<file path="config.mk">
export PLATFORM = sky130hd
export DESIGN_NAME = keypad_digit_controller_flat
export DESIGN_NICKNAME = d
export VERILOG_FILES = /design/src/rtl/keypad_digit_controller_if.sv /design/src/rtl/keypad_digit_controller.sv /design/src/flat_wrapper.sv
export SDC_FILE = /design/constraint.sdc
export NUM_CORES = 1
export LEC_CHECK = 0
export CORE_MARGIN = 2
export CORE_UTILIZATION = 23
export CTS_CLUSTER_DIAMETER = 100
export DETAILED_ROUTE_END_ITERATION = 7
export GPL_ROUTABILITY_DRIVEN = 0
export PLACE_DENSITY_LB_ADDON = 0.2
export SYNTH_ARGS = -nofsm -noshare
export SYNTH_HDL_FRONTEND = slang
export SYNTH_SLANG_ARGS = --single-unit
export TNS_END_PERCENT = 1
</file>
<file path="constraint.sdc">
create_clock -name clk -period 2.6 [get_ports clk]
set_input_delay 0.26 -clock clk [delete_from_list [all_inputs] [get_ports clk]]
set_output_delay 0.26 -clock clk [all_outputs]
set_load 0.005 [all_outputs]
</file>
<file path="src/rtl/keypad_digit_controller_if.sv">
// rtl/keypad_digit_controller_if.sv - scanner inputs and display-side outputs of the keypad digit controller
interface keypad_digit_controller_if;
  logic       key_pressed;
  logic [3:0] key_value;
  logic [3:0] digit_left;
  logic [3:0] digit_right;
  logic       new_digit;
  logic [3:0] seg_digit;
  logic       en_left;
  logic       en_right;

  modport master (
    output key_pressed, key_value,
    input  digit_left, digit_right, new_digit, seg_digit, en_left, en_right
  );

  modport slave (
    input  key_pressed, key_value,
    output digit_left, digit_right, new_digit, seg_digit, en_left, en_right
  );
endinterface

</file>
<file path="src/rtl/keypad_digit_controller.sv">
// rtl/keypad_digit_controller.sv - debounced two-digit key history and two-digit display multiplexer
module keypad_digit_controller #(
  parameter int DEBOUNCE_CYCLES = 50000,
  parameter int MUX_CYCLES      = 20000
) (
  input  logic                      clk,
  input  logic                      reset,
  keypad_digit_controller_if.slave  kif
);

  localparam int CW = (DEBOUNCE_CYCLES > 1) ? $clog2(DEBOUNCE_CYCLES) : 1;
  localparam int MW = (MUX_CYCLES > 1) ? $clog2(MUX_CYCLES) : 1;
  localparam logic [CW-1:0] CNT_LAST = CW'(DEBOUNCE_CYCLES - 1);
  localparam logic [MW-1:0] MUX_LAST = MW'(MUX_CYCLES - 1);

  typedef enum logic [1:0] {IDLE, DEBOUNCE, HELD, RELEASE} state_t;

  state_t        state, state_n;
  logic [CW-1:0] cnt, cnt_n;
  logic [3:0]    cand, cand_n;
  logic [3:0]    left, left_n, right, right_n;
  logic          new_digit, new_n;
  logic [MW-1:0] mux_cnt, mux_n;
  logic          sel, sel_n;
  logic          en_left, en_left_n, en_right, en_right_n;
  logic [3:0]    seg, seg_n;
  logic          mux_wrap;

  always_ff @(posedge clk or posedge reset) begin
    if (reset) begin
      state     <= IDLE;
      cnt       <= '0;
      cand      <= '0;
      left      <= '0;
      right     <= '0;
      new_digit <= 1'b0;
      mux_cnt   <= '0;
      sel       <= 1'b0;
      en_left   <= 1'b0;
      en_right  <= 1'b0;
      seg       <= '0;
    end else begin
      state     <= state_n;
      cnt       <= cnt_n;
      cand      <= cand_n;
      left      <= left_n;
      right     <= right_n;
      new_digit <= new_n;
      mux_cnt   <= mux_n;
      sel       <= sel_n;
      en_left   <= en_left_n;
      en_right  <= en_right_n;
      seg       <= seg_n;
    end
  end

  always_comb begin
    state_n = state;
    cnt_n   = cnt;
    cand_n  = cand;
    left_n  = left;
    right_n = right;
    new_n   = 1'b0;
    case (state)
      IDLE: begin
        if (kif.key_pressed) begin
          cand_n  = kif.key_value;
          cnt_n   = '0;
          state_n = DEBOUNCE;
        end
      end
      DEBOUNCE: begin
        // A value change mid-debounce restarts qualification on the new key
        if (!kif.key_pressed) begin
          state_n = IDLE;
        end else if (kif.key_value != cand) begin
          cand_n = kif.key_value;
          cnt_n  = '0;
        end else if (cnt == CNT_LAST) begin
          left_n  = right;
          right_n = cand;
          new_n   = 1'b1;
          state_n = HELD;
        end else begin
          cnt_n = cnt + 1'b1;
        end
      end
      HELD: begin
        if (!kif.key_pressed) begin
          cnt_n   = '0;
          state_n = RELEASE;
        end
      end
      RELEASE: begin
        if (kif.key_pressed) begin
          state_n = HELD;
        end else if (cnt == CNT_LAST) begin
          state_n = IDLE;
        end else begin
          cnt_n = cnt + 1'b1;
        end
      end
    endcase
  end

  // Enables and seg are computed from the next slot position so they line up with mux_cnt
  always_comb begin
    mux_wrap   = (mux_cnt == MUX_LAST);
    mux_n      = mux_wrap ? '0 : mux_cnt + 1'b1;
    sel_n      = sel ^ mux_wrap;
    en_left_n  = (mux_n != '0) && sel_n;
    en_right_n = (mux_n != '0) && !sel_n;
    seg_n      = sel_n ? left : right;
  end

  assign kif.digit_left  = left;
  assign kif.digit_right = right;
  assign kif.new_digit   = new_digit;
  assign kif.seg_digit   = seg;
  assign kif.en_left     = en_left;
  assign kif.en_right    = en_right;

endmodule

</file>
<file path="src/flat_wrapper.sv">
// flat-port wrapper written by rule: the top's interface ports become plain ports
module keypad_digit_controller_flat 
#(
  parameter int DEBOUNCE_CYCLES = 50000,
  parameter int MUX_CYCLES      = 20000
)
  (clk, reset, kif_key_pressed, kif_key_value, kif_digit_left, kif_digit_right, kif_new_digit, kif_seg_digit, kif_en_left, kif_en_right);
  keypad_digit_controller_if kif_i ();
  input  logic clk;
  input  logic reset;
  input wire logic [$bits(kif_i.key_pressed)-1:0] kif_key_pressed;
  input wire logic [$bits(kif_i.key_value)-1:0] kif_key_value;
  output wire logic [$bits(kif_i.digit_left)-1:0] kif_digit_left;
  output wire logic [$bits(kif_i.digit_right)-1:0] kif_digit_right;
  output wire logic [$bits(kif_i.new_digit)-1:0] kif_new_digit;
  output wire logic [$bits(kif_i.seg_digit)-1:0] kif_seg_digit;
  output wire logic [$bits(kif_i.en_left)-1:0] kif_en_left;
  output wire logic [$bits(kif_i.en_right)-1:0] kif_en_right;
  assign kif_i.key_pressed = kif_key_pressed;
  assign kif_i.key_value = kif_key_value;
  assign kif_digit_left = kif_i.digit_left;
  assign kif_digit_right = kif_i.digit_right;
  assign kif_new_digit = kif_i.new_digit;
  assign kif_seg_digit = kif_i.seg_digit;
  assign kif_en_left = kif_i.en_left;
  assign kif_en_right = kif_i.en_right;
  keypad_digit_controller #(.DEBOUNCE_CYCLES(DEBOUNCE_CYCLES), .MUX_CYCLES(MUX_CYCLES)) u_core (.clk(clk), .reset(reset), .kif(kif_i));
endmodule
</file>
==> metrics.md, run 1 <==
| Metric | Value |
|---|---|
| Largest net degree at the start of global routing | `54` |
| Largest stage delay, worst path | `0.69 ns` |
| Register area share after synthesis | `0.508` |
| Crit end category | `flip-flop` |
| Clk Tree Root Cell | `clkbuf_16` |
| Max Freq | `435 MHz` |
| Setup bufs post-CTS | `0` |
| Outcome | `finished clean` |
| Unique cell type count in the Yosys netlist | `43` |
| H-tree Lvls | `2` |
| Antenna-violating nets left | `0` |
| Top FF cell, synth | `dfrtp_1` |
| # diodes | `0` |
| Max Cap Viol | `0` |
| Critical path launch point type | `flip-flop` |
| Clock Sinks | `53` |
| Synth top area share | `0.508` |
| Final setup violation count | `0` |
| Synthesized cell area | `0.00261 sq mm` |
| First-pass GRT wire length | `9.45 mm` |
| Global Route Usage Sum | `0.0931` |
| Die width | `111 um` |
| Syn_nets | `257` |
| RSZ-0062 raised after global routing | `false` |
| Leak pwr | `1.35 nW` |
| # fillers | `1139` |
| Post-Syn Instances | `248` |
| Final cycle utilization of the critical path | `0.884` |
| Setup Total Neg Slack | `0 ns` |
| Ys Warns | `0` |
| Slowest-stage cell, CP | `or4_1` |
| Initial Utilization | `0.238` |
| Vias in the first global route | `1954` |
| Final hold slack | `0.339 ns` |
| Max Slew Vio Count | `0` |
| Crit path cell chain | `ha_1 -> nand2b_1 -> nor4_1 -> nand4_1 -> or4_1 -> mux2_4` |
| Power density over the cells | `512 mW/mm^2` |
| Relative slew margins | `0.598` |
| Nets | `284` |
| Num rows | `38` |
| Count of final hold-check violations | `0` |
| HPWL after DPL | `3.71 mm` |
| Share of layout cells above drive strength 1 | `0.112` |
| Core area | `0.0110 sq mm` |
| Worst EP required | `2.78 ns` |
| Fin crit period | `2.30 ns` |
| Final worst clock skew | `0.00389 ns` |
| Vias per inst | `4.44` |
| Die Y | `111 um` |
| Num CTS Buffers | `5` |
| WS Path Type | `flip-flop to flip-flop` |
| Final wirelength | `5.32 mm` |
| Router iterations before antenna repair | `4` |
| DRC viols | `0` |
| Final core utilization | `0.289` |
| Most area-consuming cells after synthesis | `dfrtp_1 (51%), xnor2_1 (6.7%), mux2_4 (4.6%)` |
| Power, Total | `0.00163 W` |
| Worst Tran Pin Value | `0.598 ns` |
| Setup WS pre-CTS | `0.199 ns` |
| Syn_area_per_cell | `10.5 sq um` |
| GRT overflow | `0` |
| CTS tree | `yes` |
| # port buffers | `21` |
| Maximum VDD drop | `329 uV` |
| DIE AREA | `0.0122 sq mm` |
| Register bit total from synthesis | `53` |
| Num ports | `22` |
| Post-synth EDFFs | `0` |
| Arrival @ worst endpoint | `2.48 ns` |
| Clk buf depth | `2` |
| Area grow syn2layout | `21.6%` |
| Cell taking the most area after synthesis | `dfrtp_1` |
| Starting DRT DRC Count | `40` |
| Register clock-pin slew on the reported worst setup and hold paths | `0.07 ns` |
| PnR worst setup slack | `0.301 ns` |
| Max FO, Critical Path | `8` |
| Vias after detailed routing | `1847` |
| CTS Hold Bufs | `0` |
| Post-synth ARST share | `1.00` |
| Worst hold path type | `input port to asynchronous set/reset pin` |
| Post-cts sizing count | `0` |
| Initial antenna violation count | `0` |
| Avg WL per Cell | `12.8 um` |
| Clk_lat worst skew | `0.29 ns` |
## layout by cell type, fill, tap and decap left out, types with 3 or more instances in the layout
cell / n
a21oi_1: 9
and3_1: 5
and4_1: 3
buf_4: 5
clkbuf_16: 5
clkdlybuf4s50_1: 21
dfrtp_1: 53
inv_1: 6
mux2_2: 4
mux2_4: 8
nand2_1: 23
nand2b_1: 3
nand3_1: 11
nand4_1: 13
nor2_1: 21
nor2b_1: 4
nor3_1: 6
nor4_1: 3
o21ai_0: 6
or3_1: 8
xnor2_1: 20
xor2_1: 9
## logic make-up (layout without fill, tap and decap cells)
kind of cell / after synthesis / in the layout / synth area share
buffers and inverters: 14 / 42 / 0.0239
AO/OA/AOI/OAI: 25 / 25 / 0.0632
adder cells (fa/ha/maj): 2 / 2 / 0.00958
flip-flops: 53 / 53 / 0.508
AND/OR/NAND/NOR: 112 / 112 / 0.229
multiplexers: 12 / 12 / 0.0632
XOR/XNOR: 30 / 30 / 0.103
## flip-flops by register name (all words and copies together), names as in the netlist, named ones only
signal                  count
u_core.cand                 4
u_core.state                1
u_core.kif.digit_right      4
u_core.kif.en_left          1
u_core.kif.digit_left       4
u_core.kif.new_digit        1
u_core.sel                  1
u_core.kif.seg_digit        4
u_core.cnt                 16
u_core.kif.en_right         1
u_core.mux_cnt             15
## power breakdown
part / internal [W] / leakage (nW) / switching [W]
sequential: 0.000835 / 0.710 / 0.00000952
clock: 0.000408 / 0.0799 / 0.000296
combinational: 0.0000327 / 0.558 / 0.0000469
total: 0.00128 / 1.35 / 0.000352
## cell type report
cell class	count	area, sq um	area share
clock buffer	7	153	0.0481
clock inverter	1	5.00	0.00158
inverter	7	26.3	0.00827
multi-input combinational	181	1220	0.385
sequential	53	1330	0.417
tap	140	175	0.0551
timing repair buffer	27	268	0.0843
## cells in the mapped netlist, drive strengths merged, types with 3 or more instances
cell / count
a21oi: 9
and3: 5
and4: 3
buf: 3
clkbuf: 4
dfrtp: 53
inv: 7
mux2: 12
nand2: 23
nand2b: 3
nand3: 11
nand4: 13
nor2: 21
nor2b: 4
nor3: 7
nor4: 3
o21ai: 6
or3: 8
xnor2: 20
xor2: 10
## per-layer routing
| metal | vias up | GRT usage | wire length, um |
|---|---|---|---|
| met4 | 0 | 0.0300 | 84 |
| met3 | 10 | 0.0236 | 165 |
| met5 | - | 0 | 0 |
| li1 | 923 | - | - |
| met1 | 888 | 0.120 | 2550 |
| met2 | 26 | 0.153 | 2520 |
## worst paths after layout
kind / slack, ns / to / depth (start not counted) / start
setup reg to reg: 0.30 / u_core.kif.digit_right[2]$_DFFE_PP0P_ / 6 / u_core.cnt[0]$_DFFE_PP0P_
setup / recovery: 0.30 / u_core.kif.digit_right[2]$_DFFE_PP0P_ / 6 / u_core.cnt[0]$_DFFE_PP0P_
min in group clk: 0.49 / u_core.mux_cnt[8]$_DFF_PP0_ / 1 / u_core.mux_cnt[8]$_DFF_PP0_
hold reg to reg: 0.49 / u_core.mux_cnt[8]$_DFF_PP0_ / 1 / u_core.mux_cnt[8]$_DFF_PP0_
hold / removal: 0.34 / u_core.cnt[10]$_DFFE_PP0P_ / 3 / reset
max in group asynchronous: 2.03 / u_core.cand[2]$_DFFE_PP0P_ / 3 / reset
## worst max-delay path: cells and delay by family (launching register included)
| kind | cells | cell delay [ns] |
|---|---|---|
| flip-flops | 1 | 0.38 |
| AND/OR/NAND/NOR | 4 | 1.20 |
| adder cells (fa/ha/maj) | 1 | 0.23 |
| multiplexers | 1 | 0.38 |
## stage by stage
step	cells	cell area (sq um)
after detailed placement	408	3020
after CTS	416	3180
final	416	3180
after global placement	408	3020
after floorplan	248	2610
after global routing	416	3180
Power figures use the tool's default switching activity.
==> inputs of run 2 (changes only) <==
--- a/config.mk
+++ b/config.mk
@@ -5,6 +5,8 @@
 export SDC_FILE = /design/constraint.sdc
 export NUM_CORES = 1
 export LEC_CHECK = 0
+export CELL_PAD_IN_SITES_DETAIL_PLACEMENT = 0
+export CELL_PAD_IN_SITES_GLOBAL_PLACEMENT = 2
 export CORE_MARGIN = 2
 export CORE_UTILIZATION = 23
 export CTS_CLUSTER_DIAMETER = 100
==> run 2 against run 1 <==
  * Core utilization decreased by 0.17 points
  * Sequential share of layout area increased by 0.25 points
  * Final area decreased by 0.59%
  * Total power decreased by 4.0%
  * Register-to-register slack about the same
  * Clock skew decreased by 0.00086 ns
  * Routed wire length increased by 8.6%
  * Critical path depth unchanged
  * Non-clock buffer count unchanged
  * Fmax increased by 0.28%
==> metrics.md, run 2 (same netlist as run 1, synthesis figures left out) <==
| Metric | Value |
|---|---|
| Outcome | `finished clean (unchanged)` |
| Dpl cells | `408 (unchanged)` |
| Vias after detailed routing | `1850 (was 1847)` |
| Final wirelength | `5.78 mm (was 5.32 mm)` |
| # fillers | `1140 (was 1139)` |
| Largest reg by FF count | `u_core.cnt (unchanged)` |
| Die width | `111 um (unchanged)` |
| Worst EP required | `2.77 ns (was 2.78 ns)` |
| First-pass GRT wire length | `9.83 mm (was 9.45 mm)` |
| Register clock-pin slew on the reported worst setup and hold paths | `0.07 ns (about the same)` |
| Max FO, Critical Path | `8 (unchanged)` |
| Area grow syn2layout | `20.9% (was 21.6%)` |
| Power density over the cells | `495 mW/mm^2 (was 512 mW/mm^2)` |
| Crit Reg-Reg Startpoint | `u_core.cnt[0]$_DFFE_PP0P_ (unchanged)` |
| Gate power share | `0.051 (was 0.049)` |
| Initial antenna violation count | `0 (unchanged)` |
| Count of final hold-check violations | `0 (unchanged)` |
| Antenna-violating nets left | `0 (unchanged)` |
| Router iterations before antenna repair | `4 (unchanged)` |
| Max Slew Vio Count | `0 (unchanged)` |
| CTS Hold Bufs | `0 (unchanged)` |
| Sw frac | `0.218 (was 0.216)` |
| Clock Sinks | `53 (unchanged)` |
| Num ports | `22 (unchanged)` |
| Sequential share of power | `0.541 (was 0.519)` |
| Initial Utilization | `0.238 (unchanged)` |
| HPWL after DPL | `4.12 mm (was 3.71 mm)` |
| Most common cell after layout, fill and taps aside | `dfrtp_1 (unchanged)` |
| Clk buf depth | `2 (unchanged)` |
| R2R cell count | `6 (unchanged)` |
| DRC viols | `0 (unchanged)` |
| Die Y | `111 um (unchanged)` |
| Worst hold path type | `input port to asynchronous set/reset pin (unchanged)` |
| Power share of the clock group | `0.408 (was 0.432)` |
| CTS tree | `yes (unchanged)` |
| GRT overflow | `0 (unchanged)` |
| Sw Pwr | `0.000341 W (was 0.000352 W)` |
| Maximum VDD drop | `216 uV (was 329 uV)` |
| DIE AREA | `0.0122 sq mm (unchanged)` |
| WS Path Type | `flip-flop to flip-flop (unchanged)` |
| Num rows | `38 (unchanged)` |
| Clk Tree Root Cell | `clkbuf_16 (unchanged)` |
| Global Route Usage Sum | `0.0987 (was 0.0931)` |
| Fin crit period | `2.29 ns (was 2.30 ns)` |
| Nets | `284 (unchanged)` |
| Vias in the first global route | `1902 (was 1954)` |
| Largest register FFs | `16 (unchanged)` |
| Crit end category | `flip-flop (unchanged)` |
| Avg WL per Cell | `13.9 um (was 12.8 um)` |
| Starting DRT DRC Count | `47 (was 40)` |
| Post-cts sizing count | `0 (unchanged)` |
| # port buffers | `21 (unchanged)` |
| Max Cap Viol | `0 (unchanged)` |
| Arrival @ worst endpoint | `2.46 ns (was 2.48 ns)` |
| Setup slack, reg-to-reg | `0.31 ns (was 0.30 ns)` |
| Most frequent cells in the layout | `dfrtp_1 (53), nand2_1 (23), nor2_1 (21), clkdlybuf4s50_1 (21), xnor2_1 (20) (unchanged)` |
| Clk_lat worst skew | `0.29 ns (about the same)` |
| Num CTS Buffers | `5 (unchanged)` |
| Share of layout cells above drive strength 1 | `0.109 (was 0.112)` |
| RSZ-0062 raised after global routing | `false (unchanged)` |
| Relative slew margins | `0.645 (was 0.598)` |
| H-tree Lvls | `2 (unchanged)` |
| Internal power | `0.00122 W (was 0.00128 W)` |
| Leak pwr | `1.34 nW (was 1.35 nW)` |
| Vias per inst | `4.45 (was 4.44)` |
| Post-route non-filler standard cell count | `416 (unchanged)` |
| Final setup violation count | `0 (unchanged)` |
| Final worst clock skew | `0.00303 ns (was 0.00389 ns)` |
| Max Freq | `436 MHz (was 435 MHz)` |
| Setup bufs post-CTS | `0 (unchanged)` |
| Final cycle utilization of the critical path | `0.882 (was 0.884)` |
| Top Registers | `u_core.cnt (16), u_core.mux_cnt (15) (unchanged)` |
| # diodes | `0 (unchanged)` |
| Largest net degree at the start of global routing | `38 (was 54)` |
| FF-to-FF End | `u_core.kif.digit_right[1]$_DFFE_PP0P_ (was u_core.kif.digit_right[2]$_DFFE_PP0P_)` |
| Critical path launch point type | `flip-flop (unchanged)` |
| Setup Total Neg Slack | `0 ns (unchanged)` |
| Core area | `0.0110 sq mm (unchanged)` |
| Worst Tran Pin Value | `0.527 ns (was 0.598 ns)` |
[run 2: cell types whose count changed in the layout (fill, tap and decap cells not counted), sizes merged]
cell    previous run  this run
clkbuf             7         6
clkinv             1         2
[run 2: metal layers]
metal | up-vias | share of wire | global-route usage
met3 | 8 | 0.024 | 0.0252
li1 | 927 | - | -
met5 | - | 0 | 0
met2 | 18 | 0.45 | 0.153
met1 | 897 | 0.51 | 0.137
met4 | 0 | 0.015 | 0.0250
[run 2: worst max-delay path by stage]
stage / startpoint / end / cells after the start
global route: u_core.cnt[0]$_DFFE_PP0P_ / u_core.kif.digit_right[2]$_DFFE_PP0P_ / 6
detailed placement: kif_key_pressed / u_core.kif.digit_right[1]$_DFFE_PP0P_ / 4
global placement: kif_key_pressed / u_core.kif.digit_left[3]$_DFFE_PP0P_ / 4
finish: u_core.cnt[0]$_DFFE_PP0P_ / u_core.kif.digit_right[1]$_DFFE_PP0P_ / 6
CTS: u_core.cnt[0]$_DFFE_PP0P_ / u_core.kif.digit_right[1]$_DFFE_PP0P_ / 6
floorplan: u_core.mux_cnt[0]$_DFF_PP0_ / u_core.kif.en_right$_DFF_PP0_ / 6
[run 2: worst max-delay path, stage by stage (launching register included)]
cell      delay [ns]
dfrtp_1         0.38
ha_1            0.24
nand2b_1        0.07
nor4_1          0.26
nand4_1         0.16
or4_1           0.68
mux2_4          0.38
[run 2: cell type report]
class                   count  area, sq um  share of cell area
clock buffers               6          129              0.0408
clock inverters             2         10.0             0.00317
inverters                   7         26.3             0.00832
multi-input cells         181         1220               0.387
flip-flops and latches     53         1330               0.420
well taps                 140          175              0.0555
repair buffers             27          268              0.0848
[run 2: through the flow]
stage	util	total power (W)	hold slack, ns	cell area (sq um)	setup WS, ns
2_1_floorplan	-	0.000906	0.365	2610	0.694
3_3_place_gp	0.275	0.000946	0.488	3020	0.149
3_5_place_dp	0.275	0.000945	0.479	3020	0.123
4_1_cts	0.288	0.00161	0.301	3160	0.259
5_1_grt	0.288	0.00165	0.314	3160	0.0906
6_report	0.288	0.00156	0.281	3160	0.308
[run 2: power by group through the flow]
stage | clock (W) | sequential [W] | combinational (W)
floorplan | 0 | 0.000858 | 0.0000480
detailed placement | 0 | 0.000861 | 0.0000842
global route | 0.000709 | 0.000846 | 0.0000915
CTS | 0.000679 | 0.000844 | 0.0000844
finish | 0.000638 | 0.000845 | 0.0000799
global placement | 0 | 0.000861 | 0.0000848
